**src/rtl/rf_arbiter.sv**
```systemverilog
// rf_arbiter: two-requester round-robin arbiter in front of a dual-read, single-write register file,
// clearing every rf entry after reset before accepting requests.
module rf_arbiter #(
    parameter int BW = 8,
    parameter int DEPTH = 256,
    localparam int AW = $clog2(DEPTH)
) (
    input  logic                 clk,
    input  logic                 rst,
    input  logic [1:0]           req_valid,
    output logic [1:0]           req_ready,
    input  logic [1:0]           req_we,
    input  logic [1:0][AW-1:0]   req_addr_1,
    input  logic [1:0][AW-1:0]   req_addr_2,
    input  logic [1:0][BW-1:0]   req_wdata,
    output logic                 rsp_valid,
    output logic                 rsp_id,
    output logic signed [BW-1:0] rsp_data_1,
    output logic signed [BW-1:0] rsp_data_2,
    output logic                 init_done,
    output logic                 rf_rst_n,
    output logic                 rf_chip_en,
    output logic                 rf_write_en_n,
    output logic [AW-1:0]        rf_write_addr,
    output logic [AW-1:0]        rf_read_addr_1,
    output logic [AW-1:0]        rf_read_addr_2,
    output logic signed [BW-1:0] rf_data_in,
    input  logic signed [BW-1:0] rf_data_out_1,
    input  logic signed [BW-1:0] rf_data_out_2
);
    typedef enum logic {INIT, RUN} state_t;
    state_t state, state_next;
    logic [AW-1:0] cnt, ra1_q, ra2_q;
    logic ptr, sel, grant, rd, rsp_q;

    always_ff @(posedge clk) begin
        if (rst) state <= INIT;
        else     state <= state_next;
    end

    always_comb begin
        state_next = (state == INIT && cnt == AW'(DEPTH - 1)) ? RUN : state;
    end

    always_ff @(posedge clk) begin
        if (rst) begin
            cnt    <= '0;
            ptr    <= 1'b0;
            rsp_q  <= 1'b0;
            rsp_id <= 1'b0;
            ra1_q  <= '0;
            ra2_q  <= '0;
        end else begin
            if (state == INIT) cnt <= cnt + 1'b1;
            if (grant) ptr <= ~sel;
            rsp_q <= rd;
            if (rd) begin
                rsp_id <= sel;
                ra1_q  <= req_addr_1[sel];
                ra2_q  <= req_addr_2[sel];
            end
        end
    end

    // every output that could start an rf access is masked while rst is high
    always_comb begin
        sel            = (&req_valid) ? ptr : req_valid[1];
        grant          = !rst && state == RUN && |req_valid;
        rd             = grant && !req_we[sel];
        req_ready      = grant ? (sel ? 2'b10 : 2'b01) : 2'b00;
        rf_write_en_n  = !(!rst && (state == INIT || (grant && req_we[sel])));
        rf_write_addr  = (state == INIT) ? cnt : req_addr_1[sel];
        rf_data_in     = (state == INIT) ? '0 : req_wdata[sel];
        rf_read_addr_1 = rd ? req_addr_1[sel] : ra1_q;
        rf_read_addr_2 = rd ? req_addr_2[sel] : ra2_q;
        rsp_valid      = rsp_q && !rst;
        rsp_data_1     = rf_data_out_1;
        rsp_data_2     = rf_data_out_2;
        init_done      = !rst && state == RUN;
        rf_rst_n       = !rst;
        rf_chip_en     = !rst;
    end
endmodule

```
**config.mk**
```make
export PLATFORM = sky130hd
export DESIGN_NAME = rf_arbiter
export DESIGN_NICKNAME = d
export VERILOG_FILES = /design/src/rtl/rf_arbiter.sv
export SDC_FILE = /design/constraint.sdc
export NUM_CORES = 1
export LEC_CHECK = 0
export CAP_MARGIN = 40
export CORE_MARGIN = 4
export CORE_UTILIZATION = 39
export CTS_BUF_LIST = sky130_fd_sc_hd__clkbuf_16
export CTS_CLUSTER_DIAMETER = 30
export DETAILED_ROUTE_END_ITERATION = 7
export PLACE_DENSITY_LB_ADDON = 0.15
export SLEW_MARGIN = 30
export SYNTH_ARGS = -nofsm -noshare
export SYNTH_HDL_FRONTEND = slang
export SYNTH_SLANG_ARGS = --single-unit
export TNS_END_PERCENT = 100
```
**constraint.sdc**
```tcl
create_clock -name clk -period 2.8 [get_ports clk]
set_input_delay 0.56 -clock clk [delete_from_list [all_inputs] [get_ports clk]]
set_output_delay 0.56 -clock clk [all_outputs]
set_load 0.01 [all_outputs]
```
# Word level (Yosys, flattened, before mapping)
# Index checks and enable logic that the tools add are counted.
# totals
reg_bits,28
in_bits,70
elab_cells,40
# classes
addsub,1
mux,15
bitwise,2
n_lt_le_gt_ge,1
n_eq_ne,1
n_reduce_logical,13
# op_table
cell,n
$mux 8,10
$add 8x1->8 const B,1
$eq 8x8->1 const B,1
$logic_and 1x1->1,7
$mux 2,2
$logic_not 1->1,3
$mux 1,3
$lt 1x2->1 const B,1
$not 1->1,2
$reduce_and 2->1,1
$reduce_or 2->1,1
$logic_or 1x1->1,1

# Longest topological paths before layout
# Gate-level depths: netlist (run 1).
# depth
depth_word,8
ltp_mapped,6

# Worst setup path after synthesis (run 1)
# OpenSTA, ideal clock, no wires.
# synth_path
path_type,in2out
from,input port req_valid[0]
to,output port rf_write_addr[0]
slack_ns,0.663
stages,6
arrival_time_ns,1.577
path_buffers,2
path_cell_list,nor2b_1 buf_2 nor2_2 buf_2 nand2_1 a31oi_1
# synth_between
elab_chain_len,5
# synth_lines
element,line_no,rtl
"start, declared",10,"input logic [1:0] req_valid,"
$reduce_and 2->1,67,sel = (&req_valid) ? ptr : req_valid[1];
$mux 1,67,
$mux 8 (not written as such) (2 in series),72,rf_write_addr = (state == INIT) ? cnt : req_addr_1[sel];
$mux 8,72,
"end, declared",24,"output logic [AW-1:0] rf_write_addr,"
# No other way between the ends. The select of a mux whose other input is x is not followed.

# Worst setup path after layout (run 1)
# layout_path
from,input port req_valid[0]
to,output port rf_write_addr[6]
# The elaborated chain is that of the path after synthesis.

==> results of run 1 <==
## worst max-delay path, delay by kind of cell
kind / cells / cell delay, ns
compound gates: 1 / 0.15
simple gates: 3 / 0.39
buf+inv: 3 / 1.04
## cell families (layout without fill, tap and decap cells)
| group | after synthesis | in the layout | synth area share |
|---|---|---|---|
| AOI/OAI and AO/OA | 105 | 105 | 0.3273 |
| adders and majority gates | 1 | 1 | 0.006719 |
| and+or+nand+nor | 89 | 89 | 0.2016 |
| muxes | 1 | 1 | 0.005377 |
| buffers and inverters | 42 | 152 | 0.1250 |
| xor gates and xnor gates | 7 | 7 | 0.03293 |
| DFF | 28 | 28 | 0.3011 |
## stage by stage
stage / setup slack [ns] / hold WS, ns / power, uW / cells / util
floorplan: 0.6630 / 0.4946 / 515.3 / 273 / -
detailed placement: -0.5263 / 0.4904 / 643.7 / 429 / 0.6851
finish: 0.1009 / 0.5000 / 1057 / 435 / 0.7204
CTS: 0.01824 / 0.5010 / 1062 / 435 / 0.7139
global route: 0.0005671 / 0.5396 / 1100 / 435 / 0.7204
global placement: -0.4123 / 0.4808 / 641.2 / 429 / 0.6851
## area by class of cell
class | instances | share of cell area
Inverter | 4 | 0.004658
Sequential cell | 28 | 0.1739
Timing Repair Buffer | 144 | 0.4290
Clock buffer | 3 | 0.02329
Clock inverter | 1 | 0.009317
Tap cell | 52 | 0.02019
Multi-Input combinational cell | 203 | 0.3397
## power by group through the flow
stage / clock network (uW) / registers (uW) / logic [uW]
after floorplan: 0 / 414 / 101
after global placement: 0 / 415 / 226
after detailed placement: 0 / 415 / 228
after CTS: 426 / 406 / 230
after global routing: 440 / 407 / 253
final: 420 / 406 / 231
## timing repair
item                                    CTS  global route
buffers inserted                          1             0
pin swaps                                 1             0
resized for setup                        24            18
endpoints found under the setup margin   33            17
gates cloned                              1             0
## layer usage
layer | wire length [um] | part of all wire | global-route usage | vias up
met5 | 0 | 0 | 0 | -
met4 | 125 | 0.020 | 0.06406 | 0
met3 | 511 | 0.082 | 0.04567 | 14
met2 | 2870 | 0.46 | 0.3293 | 90
met1 | 2746 | 0.44 | 0.2635 | 1028
li1 | - | - | - | 1149
## registers in the layout, indices dropped and copies added, names as in the netlist
| register | flops |
|---|---|
| state | 1 |
| ra2_q | 8 |
| rsp_q | 1 |
| rsp_id | 1 |
| ptr | 1 |
| cnt | 8 |
| ra1_q | 8 |
## layout by cell type (no fill, tap or decap), drive strengths merged
master / instances
clkdlybuf4s50: 66
buf: 51
nor2: 38
o21ai: 37
nand2: 34
a21oi: 34
dfxtp: 28
a211oi: 16
dlygate4sd2: 14
a31oi: 9
dlymetal6s2s: 9
a21boi: 8
clkbuf: 6
nand3: 4
xor2: 4
inv: 4
nor2b: 4
xnor2: 3
nand2b: 3
and3: 2
nor3: 2
a21bo: 1
and4b: 1
mux2i: 1
and2: 1
ha: 1
bufinv: 1
clkdlybuf4s15: 1
## worst paths after layout
kind / start / endpoint / slack [ns] / cells past startpoint
max: req_valid[0] / rf_write_addr[6] / 0.10 / 7
min: rsp_id / rsp_id / 0.50 / 2
max reg2reg: ptr / ra1_q[0] / 1.18 / 7
min reg2reg: rsp_id / rsp_id / 0.50 / 2
==> results.sh, run 1 <==
export IMPL_swShare=0.2217
export IMPL_hold_viol_final=0
export IMPL_dr_pass1_iters=4
export IMPL_ir_worst_vdd_uv=350.7
export IMPL_synthTopCellsByCount="nor2_1, nand2_1, a21oi_1"
export IMPL_async_reset_ff_frac=0
export IMPL_drc=0
export IMPL_maxSlewViolCount=0
export IMPL_wl_per_cell_um=14.37
export IMPL_synth_top_cell_by_area="dfxtp_1"
export IMPL_tns_ns=0
export IMPL_crit_slowest_cell="clkdlybuf4s50_1"
export IMPL_period_share=0.9640
export IMPL_io_pins=126
export IMPL_core_area_um2=4474
export IMPL_seq_area_frac_synth=0.3011
export IMPL_worst_ep_arrival_time_ns=2.14
export IMPL_drive_above_1_share=0.1749
export IMPL_grt_pass1_wl_mm=10.15
export IMPL_drtAntennaViolNets=0
export IMPL_insertion_delay_ns=0.26
export IMPL_power_density_nw_per_um2=328.0
export IMPL_multiInputGateArea_um2=1095
export IMPL_grt_setup_unrepaired="no"
export IMPL_cts_hold_fix_buffers=0
export IMPL_ys_ff_latch=28
export IMPL_start_kind="primary input"
export IMPL_cts_buffer_depth=2
export IMPL_synth_warnings=0
export IMPL_portBuffers=93
export IMPL_synth_top_cell_area_share=0.3011
export IMPL_area_delta_synth_final_pct=73.12
export IMPL_die_x_um=77.09
export IMPL_clkSinkCount=28
export IMPL_fmax_mhz=370.5
export IMPL_cp_end_kind="output port"
export IMPL_cap_violations=0
export IMPL_gr_total_overflow=0
export IMPL_clkPwrFrac=0.397
export IMPL_period_needed_ns=2.699
export IMPL_fin_skew_ns=0.001303
export IMPL_path_clk_slew_ns=0.07
export IMPL_antenna_found_initial=0
export IMPL_synthCells=273
export IMPL_grt_pass1_vias=2226
export IMPL_syn_avg_cell_area_um2=6.820
export IMPL_register_area_um2=560.5
export IMPL_cts_tree="yes"
export IMPL_layout_nets=455
export IMPL_grt_max_degree=31
export IMPL_combPwrFrac=0.219
export IMPL_relSlewSlack=0.7846
export IMPL_worstMarginPinSlew_ns=0.3198
export IMPL_numCtsBuffers=3
export IMPL_viasPerCell=5.244
export IMPL_cellLeakagePower_uw=0.001513
export IMPL_synth_area_um2=1862
export IMPL_die_y_um=77.09
export IMPL_ctsHtreeMaxLevel=1
export IMPL_routed_wl_mm=6.253
export IMPL_setup_viol=0
export IMPL_place_area_um2=3065
export IMPL_yosysMostFrequentCell="nor2_1"
export IMPL_track_usage=0.2019
export IMPL_crit_required_ns=2.24
export IMPL_nFillCells=388
export IMPL_diodes=0
export IMPL_synth_area_top_cells="dfxtp_1, a21oi_1, nor2_1"
export IMPL_ys_flop_type="dfxtp_1"
export IMPL_vias=2281
export IMPL_syn_nets=344
export IMPL_gp_congestion=0.8369
export IMPL_cpPeakStageDelay_ns=0.58
export IMPL_crit_path_max_fanout=13
export IMPL_p_sw_uw=234.3
export IMPL_cts_root_buf="clkbuf_16"
export IMPL_initial_utilization=0.4161
export IMPL_synth_edff_count=0
export IMPL_intPower_uw=822.8
export IMPL_synth_cell_types=30
export IMPL_stdcell_area_um2=3223
export IMPL_rows=24
export IMPL_path_cells="dlygate4sd2_1 > nor2b_4 > nor2_2 > buf_6 > nand2_1 > a31oi_1 > clkdlybuf4s50_1"
export IMPL_worst_setup_path_type="in -> out"
export IMPL_p_seq_frac=0.384
export IMPL_status="complete, no violations"
export IMPL_dpl_hpwl_mm=4.553
export IMPL_dieArea_um2=5943
export IMPL_drt_initial_drc_count=75
export IMPL_min_delay_path_class="reg -> reg"
No activity file was read; power rests on OpenSTA's default activity.
==> run 2: changes to the inputs <==
--- a/config.mk
+++ b/config.mk
@@ -5,8 +5,9 @@
 export SDC_FILE = /design/constraint.sdc
 export NUM_CORES = 1
 export LEC_CHECK = 0
+export ABC_CLOCK_PERIOD_IN_PS = 2800
 export CAP_MARGIN = 40
-export CORE_MARGIN = 4
+export CORE_MARGIN = 2
 export CORE_UTILIZATION = 39
 export CTS_BUF_LIST = sky130_fd_sc_hd__clkbuf_16
 export CTS_CLUSTER_DIAMETER = 30
==> results.sh, run 2 (synthesized netlist as in run 1, its figures left out) <==
export IMPL_status="complete, no violations"
export IMPL_start_kind="primary input"
export IMPL_fin_cells=429
export IMPL_relSlewSlack=0.8094
export IMPL_drc=0
export IMPL_drtAntennaViolNets=0
export IMPL_ir_worst_vdd_uv=289.4
export IMPL_layout_commonest_cell="clkdlybuf4s50_1"
export IMPL_gp_congestion=0.8140
export IMPL_intPower_uw=812.5
export IMPL_grt_pass1_wl_mm=9.328
export IMPL_hold_viol_final=0
export IMPL_crit_path_max_fanout=4
export IMPL_io_pins=126
export IMPL_fmax_mhz=362.6
export IMPL_clkPwrFrac=0.405
export IMPL_power_density_nw_per_um2=334.9
export IMPL_placedCellCount=421
export IMPL_combPwrFrac=0.208
export IMPL_cp_end_kind="output port"
export IMPL_maxSlewViolCount=0
export IMPL_dpl_hpwl_mm=4.217
export IMPL_drive_above_1_share=0.1787
export IMPL_clkSinkCount=28
export IMPL_grt_max_degree=31
export IMPL_worst_ep_arrival_time_ns=2.20
export IMPL_cts_root_buf="clkbuf_16"
export IMPL_path_clk_slew_ns=0.07
export IMPL_gr_total_overflow=0
export IMPL_post_place_ws_ns=-0.3136
export IMPL_final_cell_mix="clkdlybuf4s50_1, nor2_1, nand2_1, a21oi_1, buf_4"
export IMPL_p_seq_frac=0.387
export IMPL_cap_violations=0
export IMPL_worstMarginPinSlew_ns=0.2829
export IMPL_cts_tree="yes"
export IMPL_cellLeakagePower_uw=0.001394
export IMPL_setup_slack_ns=0.04213
export IMPL_min_delay_path_class="reg -> reg"
export IMPL_die_y_um=73.09
export IMPL_wl_per_cell_um=13.98
export IMPL_initial_utilization=0.3995
export IMPL_setup_viol=0
export IMPL_worst_setup_path_type="in -> out"
export IMPL_insertion_delay_ns=0.26
export IMPL_portBuffers=93
export IMPL_grt_setup_unrepaired="no"
export IMPL_period_needed_ns=2.758
export IMPL_period_share=0.9850
export IMPL_cts_buffer_depth=2
export IMPL_ctsHtreeMaxLevel=1
export IMPL_drt_initial_drc_count=138
export IMPL_area_delta_synth_final_pct=68.41
export IMPL_die_x_um=73.09
export IMPL_grt_pass1_vias=2043
export IMPL_viasPerCell=5.326
export IMPL_crit_required_ns=2.24
export IMPL_dr_pass1_iters=4
export IMPL_fin_skew_ns=0.006462
export IMPL_rows=25
export IMPL_numCtsBuffers=3
export IMPL_totalPowerFinal_uw=1050
export IMPL_layout_nets=447
export IMPL_routed_wl_mm=5.997
export IMPL_core_area_um2=4661
export IMPL_dieArea_um2=5342
export IMPL_reg2regPathDepth=7
export IMPL_hold_slack_ns=0.4928
export IMPL_swShare=0.2261
export IMPL_track_usage=0.2152
export IMPL_vias=2285
export IMPL_reg_top3="cnt x8, ra1_q x8, ra2_q x8"
export IMPL_cts_hold_fix_buffers=0
export IMPL_diodes=0
export IMPL_p_sw_uw=237.4
export IMPL_hold_path_depth=2
export IMPL_antenna_found_initial=0
## run 2: cell count changes in the layout (fill, tap and decap cells not counted), sizes merged
cell	change
buf	-9
clkbuf	+12
clkdlybuf4s15	+1
clkdlybuf4s50	-8
dlygate4sd2	+2
dlymetal6s2s	-6
## run 2: cell type report
| cell class | instances | area (um2) |
|---|---|---|
| Fill cell | 429 | 1525 |
| Timing Repair Buffer | 136 | 1304 |
| Multi-Input combinational cell | 203 | 1084 |
| Sequential cell | 28 | 560.5 |
| Clock buffer | 3 | 75.07 |
| Tap cell | 54 | 67.56 |
| Clock inverter | 1 | 30.03 |
| Inverter | 4 | 15.01 |
## run 2: path summary, 6_finish.rpt
| kind | start | endpoint | slack, ns |
|---|---|---|---|
| min reg2reg | rsp_id | rsp_id | 0.49 |
| max reg2reg | ptr | ra1_q[4] | 1.25 |
| min | rsp_id | rsp_id | 0.49 |
| max | req_valid[0] | rf_read_addr_2[4] | 0.04 |
## run 2: what timing repair did
action,4_1_cts,5_1_grt
pin swaps,0,1
resized for setup,36,35
buffers inserted,0,1
setup endpoints to repair,33,20
cloned,1,2
## run 2: power by group through the flow
stage / clock network (uW) / registers [uW] / logic, uW
finish: 425 / 406 / 219
global route: 445 / 407 / 238
CTS: 427 / 406 / 218
detailed placement: 0 / 416 / 218
global placement: 0 / 415 / 217
floorplan: 0 / 414 / 101
## run 2: through the flow
| step | cell area, um2 | TNS [ns] | utilization |
|---|---|---|---|
| 2_1_floorplan | 1862 | 0 | - |
| 3_3_place_gp | 3018 | -6.808 | 0.6475 |
| 3_5_place_dp | 3018 | -7.813 | 0.6475 |
| 4_1_cts | 3118 | -0.01744 | 0.6690 |
| 5_1_grt | 3136 | 0 | 0.6728 |
| 6_report | 3136 | 0 | 0.6728 |
## run 2: metal layers
layer / GRT usage / part of all wire / wire, um / up-vias
li1: - / - / - / 1140
met1: 0.2909 / 0.44 / 2619 / 1078
met2: 0.3594 / 0.50 / 2975 / 61
met3: 0.04696 / 0.056 / 338 / 6
met4: 0.02881 / 0.011 / 63 / 0
met5: 0 / 0 / 0 / -
## run 2: worst max-delay path: stages
cell             delay (ns)
clkdlybuf4s50_1        0.50
a21bo_2                0.26
a21oi_4                0.17
buf_12                 0.14
buf_6                  0.11
a21oi_1                0.08
a21oi_1                0.13
clkdlybuf4s15_1        0.26
==> run 3: changes to the inputs <==
--- a/config.mk
+++ b/config.mk
@@ -13,6 +13,8 @@
 export CTS_CLUSTER_DIAMETER = 30
 export DETAILED_ROUTE_END_ITERATION = 7
 export PLACE_DENSITY_LB_ADDON = 0.15
+export RECOVER_POWER = 50
+export REMOVE_ABC_BUFFERS = 1
 export SLEW_MARGIN = 30
 export SYNTH_ARGS = -nofsm -noshare
 export SYNTH_HDL_FRONTEND = slang
==> results.sh, run 3 (synthesized netlist as in run 1, its figures left out) <==
export IMPL_drc=0
export IMPL_drt_initial_drc_count=139
export IMPL_numCtsBuffers=3
export IMPL_period_needed_ns=2.744
export IMPL_grt_setup_unrepaired="yes"
export IMPL_cts_tree="yes"
export IMPL_core_area_um2=4661
export IMPL_min_delay_path_class="reg -> reg"
export IMPL_portBuffers=93
export IMPL_path_clk_slew_ns=0.07
export IMPL_critPathTopFamily="buffers and inverters"
export IMPL_crit_required_ns=2.24
export IMPL_viasPerCell=5.263
export IMPL_gr_total_overflow=0
export IMPL_start_kind="primary input"
export IMPL_ctsHtreeMaxLevel=1
export IMPL_insertion_delay_ns=0.26
export IMPL_grt_max_degree=31
export IMPL_vias=2279
export IMPL_worst_ep_arrival_time_ns=2.18
export IMPL_relSlewSlack=0.7819
export IMPL_crit_path_max_fanout=14
export IMPL_grt_pass1_vias=2266
export IMPL_reg_top3="cnt x8, ra1_q x8, ra2_q x8"
export IMPL_period_share=0.9800
export IMPL_hold_slack_ns=0.5104
export IMPL_cellLeakagePower_uw=0.001392
export IMPL_hold_viol_final=0
export IMPL_fin_skew_ns=0.003497
export IMPL_diodes=0
export IMPL_maxSlewViolCount=0
export IMPL_layout_nets=451
export IMPL_crit_slowest_cell="clkdlybuf4s50_1"
export IMPL_setup_viol=0
export IMPL_dr_pass1_iters=4
export IMPL_nFillCells=404
export IMPL_ir_worst_vdd_uv=220.7
export IMPL_path_common_cell="a21oi_1"
export IMPL_path_cells="clkdlybuf4s50_1 > nand2b_4 > a21oi_4 > buf_4 > buf_12 > a21oi_1 > a21oi_1 > dlygate4sd2_1"
export IMPL_cts_hold_fix_buffers=0
export IMPL_power_density_nw_per_um2=306.3
export IMPL_final_cell_mix="clkdlybuf4s50_1, buf_4, nor2_1, nand2_1, a21oi_1"
export IMPL_crit_buf_inv=4
export IMPL_layout_commonest_cell="clkdlybuf4s50_1"
export IMPL_track_usage=0.2494
export IMPL_antenna_found_initial=0
export IMPL_drtAntennaViolNets=0
export IMPL_worst_setup_path_type="in -> out"
export IMPL_dieArea_um2=5342
export IMPL_io_pins=126
export IMPL_wl_per_cell_um=14.57
export IMPL_worstMarginPinSlew_ns=0.3271
export IMPL_clkSinkCount=28
export IMPL_cap_violations=0
export IMPL_status="complete, no violations"
export IMPL_area_delta_synth_final_pct=70.16
export IMPL_die_y_um=73.09
export IMPL_r2r_slack_ns=1.15
export IMPL_dpl_hpwl_mm=4.530
export IMPL_die_x_um=73.09
export IMPL_gp_congestion=0.7961
export IMPL_cpPeakStageDelay_ns=0.46
export IMPL_cp_end_kind="output port"
export IMPL_fmax_mhz=364.4
export IMPL_cts_root_buf="clkbuf_16"
export IMPL_fin_util=0.6797
export IMPL_register_area_um2=560.5
export IMPL_multiInputGateArea_um2=1091
export IMPL_drive_above_1_share=0.1504
export IMPL_rows=25
export IMPL_routed_wl_mm=6.309
export IMPL_grt_pass1_wl_mm=10.49
export IMPL_cts_buffer_depth=2
export IMPL_initial_utilization=0.3995
[run 3: changes by cell type in the layout (fill, tap and decap cells not counted), sizes merged]
cell           change
buf                +3
bufinv             -1
bufbuf             +1
dlygate4sd2        -2
clkbuf            -13
dlymetal6s2s       +1
clkdlybuf4s50     +11
clkdlybuf4s15      +1
dlygate4sd3        +2
clkinv             +1
[run 3: worst min-delay path, delay by kind of cell (launching register included)]
family             cells  cell delay, ns
AOI/OAI and AO/OA      2            0.14
DFF                    1            0.32
[run 3: where the power goes]
| group | switching, uW | internal (uW) |
|---|---|---|
| Sequential | 4.70 | 402 |
| Combinational | 95.2 | 140 |
| Clock | 137 | 192 |
[run 3: path summary, 6_finish.rpt]
kind         cells past startpoint    from                 to
min                              2  rsp_id             rsp_id
max reg2reg                      7     ptr           ra1_q[6]
max                              8     rst  rf_read_addr_1[6]
min reg2reg                      2  rsp_id             rsp_id
[run 3: layer usage]
metal / GRT usage / vias to the layer above / wire [um]
li1: - / 1138 / -
met5: 0.03030 / - / 0
met1: 0.3271 / 1006 / 2735
met3: 0.08287 / 4 / 669
met2: 0.3914 / 131 / 2853
met4: 0.06173 / 0 / 50
[run 3: final cells by class]
| cell class | count | share of cell area |
|---|---|---|
| flip-flops and latches | 28 | 0.1769 |
| clock buffers | 3 | 0.02370 |
| well taps | 54 | 0.02133 |
| multi-input cells | 203 | 0.3444 |
| clock inverters | 1 | 0.001185 |
| repair buffers | 140 | 0.4277 |
| inverters | 4 | 0.004739 |
[run 3: stage by stage]
step                setup TNS [ns]  std cells  power (uW)  area (um2)  setup slack, ns
global placement            -6.866        427       646.3        3050          -0.3159
floorplan                   -3.135        235       477.5        1644          -0.1959
CTS                              0        433       971.3        3162          0.05679
global route              -0.01703        433        1012        3168         -0.01703
detailed placement          -8.889        427       649.1        3050          -0.3689
finish                           0        433       970.4        3168          0.05588
[run 3: timing repair]
action	4_1_cts	5_1_grt
cloned	1	0
setup buffers	1	0
gates resized for setup	21	9
setup endpoints to repair	33	21
pin swaps	1	0
==> RTL change (flow settings as in run 3) <==
`DEPTH`: 256 -> 512.
--- a/src/rtl/rf_arbiter.sv
+++ b/src/rtl/rf_arbiter.sv
@@ -4,3 +4,3 @@
     parameter int BW = 8,
-    parameter int DEPTH = 256,
+    parameter int DEPTH = 512,
     localparam int AW = $clog2(DEPTH)
Interface: changed (5 resized); port bits go from 126 to 133. No check against the original RTL was run, so the function may have changed too.
==> RTL change against run 3 <==
Area after synthesis is 15% higher. Register-to-register slack better by 0.09 ns. Worst hold slack worse by 0.0063 ns. Total power rose by 33%. Sequential cell count up 3. Worst setup slack better by 0.020 ns. Synthesized cell count up 11%. Final area grew 15%. Wire length up 14%. Clock skew increased by 0.0017 ns. Critical path type unchanged. Critical endpoint is now rf_read_addr_1[5].
==> RTL change: results (changes against run 3) <==
stage,metric,value,unit,change
yosys,synth_area_leaders,"dfxtp_1 (29%), a21oi_1 (9.1%), o21ai_0 (9.1%)",,
timing,period_needed,2.72,ns,-0.0203 ns
power,peakVddDrop,260,µV,+18%
placed_design,place_congestion,0.889,,+12%
timing,fin_skew,0.00516,ns,+0.00166 ns
outcome,status,"finished, final reports clean",,
yosys,synthAdderAreaFrac,1.17,%,+0.50 points
placed_design,dpl.cell_count,486,,+14%
clocking,clk_pin_slew,0.05,ns,-0.02 ns
power,power.leakage,1.62,nW,+16%
worst_setup_path,path_max_fanout,15,,+1
yosys,syn_area_per_cell,7.07,µm²,+3.7%
yosys,synth_seq_area_share,29.1,%,-1.1 points
clocking,cts_max_level,2,,+1
yosys,synth_compound_area_share,35.1,%,+2.4 points
power,power_density,356,nW/µm²,+16%
power,clockPowerShare,45.7,%,+12 points
placed_design,preCtsSetupSlack,-0.314,ns,+0.0545 ns
worst_setup_path,r2r_slack,1.24,ns,+0.09 ns
worst_setup_path,critPathArrivalTime,2.16,ns,-0.02 ns
worst_setup_path,r2r_cells,6,,-1
worst_setup_path,endpoint,rf_read_addr_1[5],,
clocking,cts_resized,42,,+100%
placed_design,hpwlAfterDp,5140,µm,+13%
global_routing,grt_pass1_wl,12100,µm,+15%
finish,stdcell_count,495,,+14%
yosys,yosys-top-cells-count,"nor2_1 (41), a21oi_1 (39), o21ai_0 (39)",,
yosys,ys_types,33,,+10%
worst_setup_path,max_stage_delay,0.42,ns,-0.04 ns
placed_design,io_buffers,100,,+7.5%
yosys,synthMuxAreaShare,0.937,%,+0.40 points
global_routing,grt_pass1_vias,2529,,+12%
worst_setup_path,rr_endpoint,ra2_q[4],,
[RTL change: cell count changes after synthesis, sizes merged, moves of 2 or more]
cell	before	now
o21ai	37	43
a211oi	16	18
nor2	38	42
nand4b	0	2
and3	2	0
buf	25	28
or3	0	2
a21oi	34	40
dfxtp	28	31
nand2	34	38
[RTL change: per-layer routing]
metal	vias to the layer above	part of all wire (%)	global-route usage, %
met3	12	8.9	8.95
li1	1285	-	-
met4	0	2.1	8.77
met2	115	45	39.7
met5	-	0	4.55
met1	1200	44	30.3
[RTL change: layout make-up]
class | count | area, µm²
multi-input cells | 227 | 1240
flip-flops and latches | 31 | 621
well taps | 70 | 87.6
clock inverters | 2 | 33.8
repair buffers | 156 | 1500
fillers | 447 | 1570
clock buffers | 5 | 125
inverters | 4 | 17.5
[RTL change: critical path, delay by kind of cell]
kind / cells / cell delay [ns]
AND/OR/NAND/NOR: 1 / 0.19
buffers and inverters: 5 / 1.15
AO/OA/AOI/OAI: 2 / 0.26
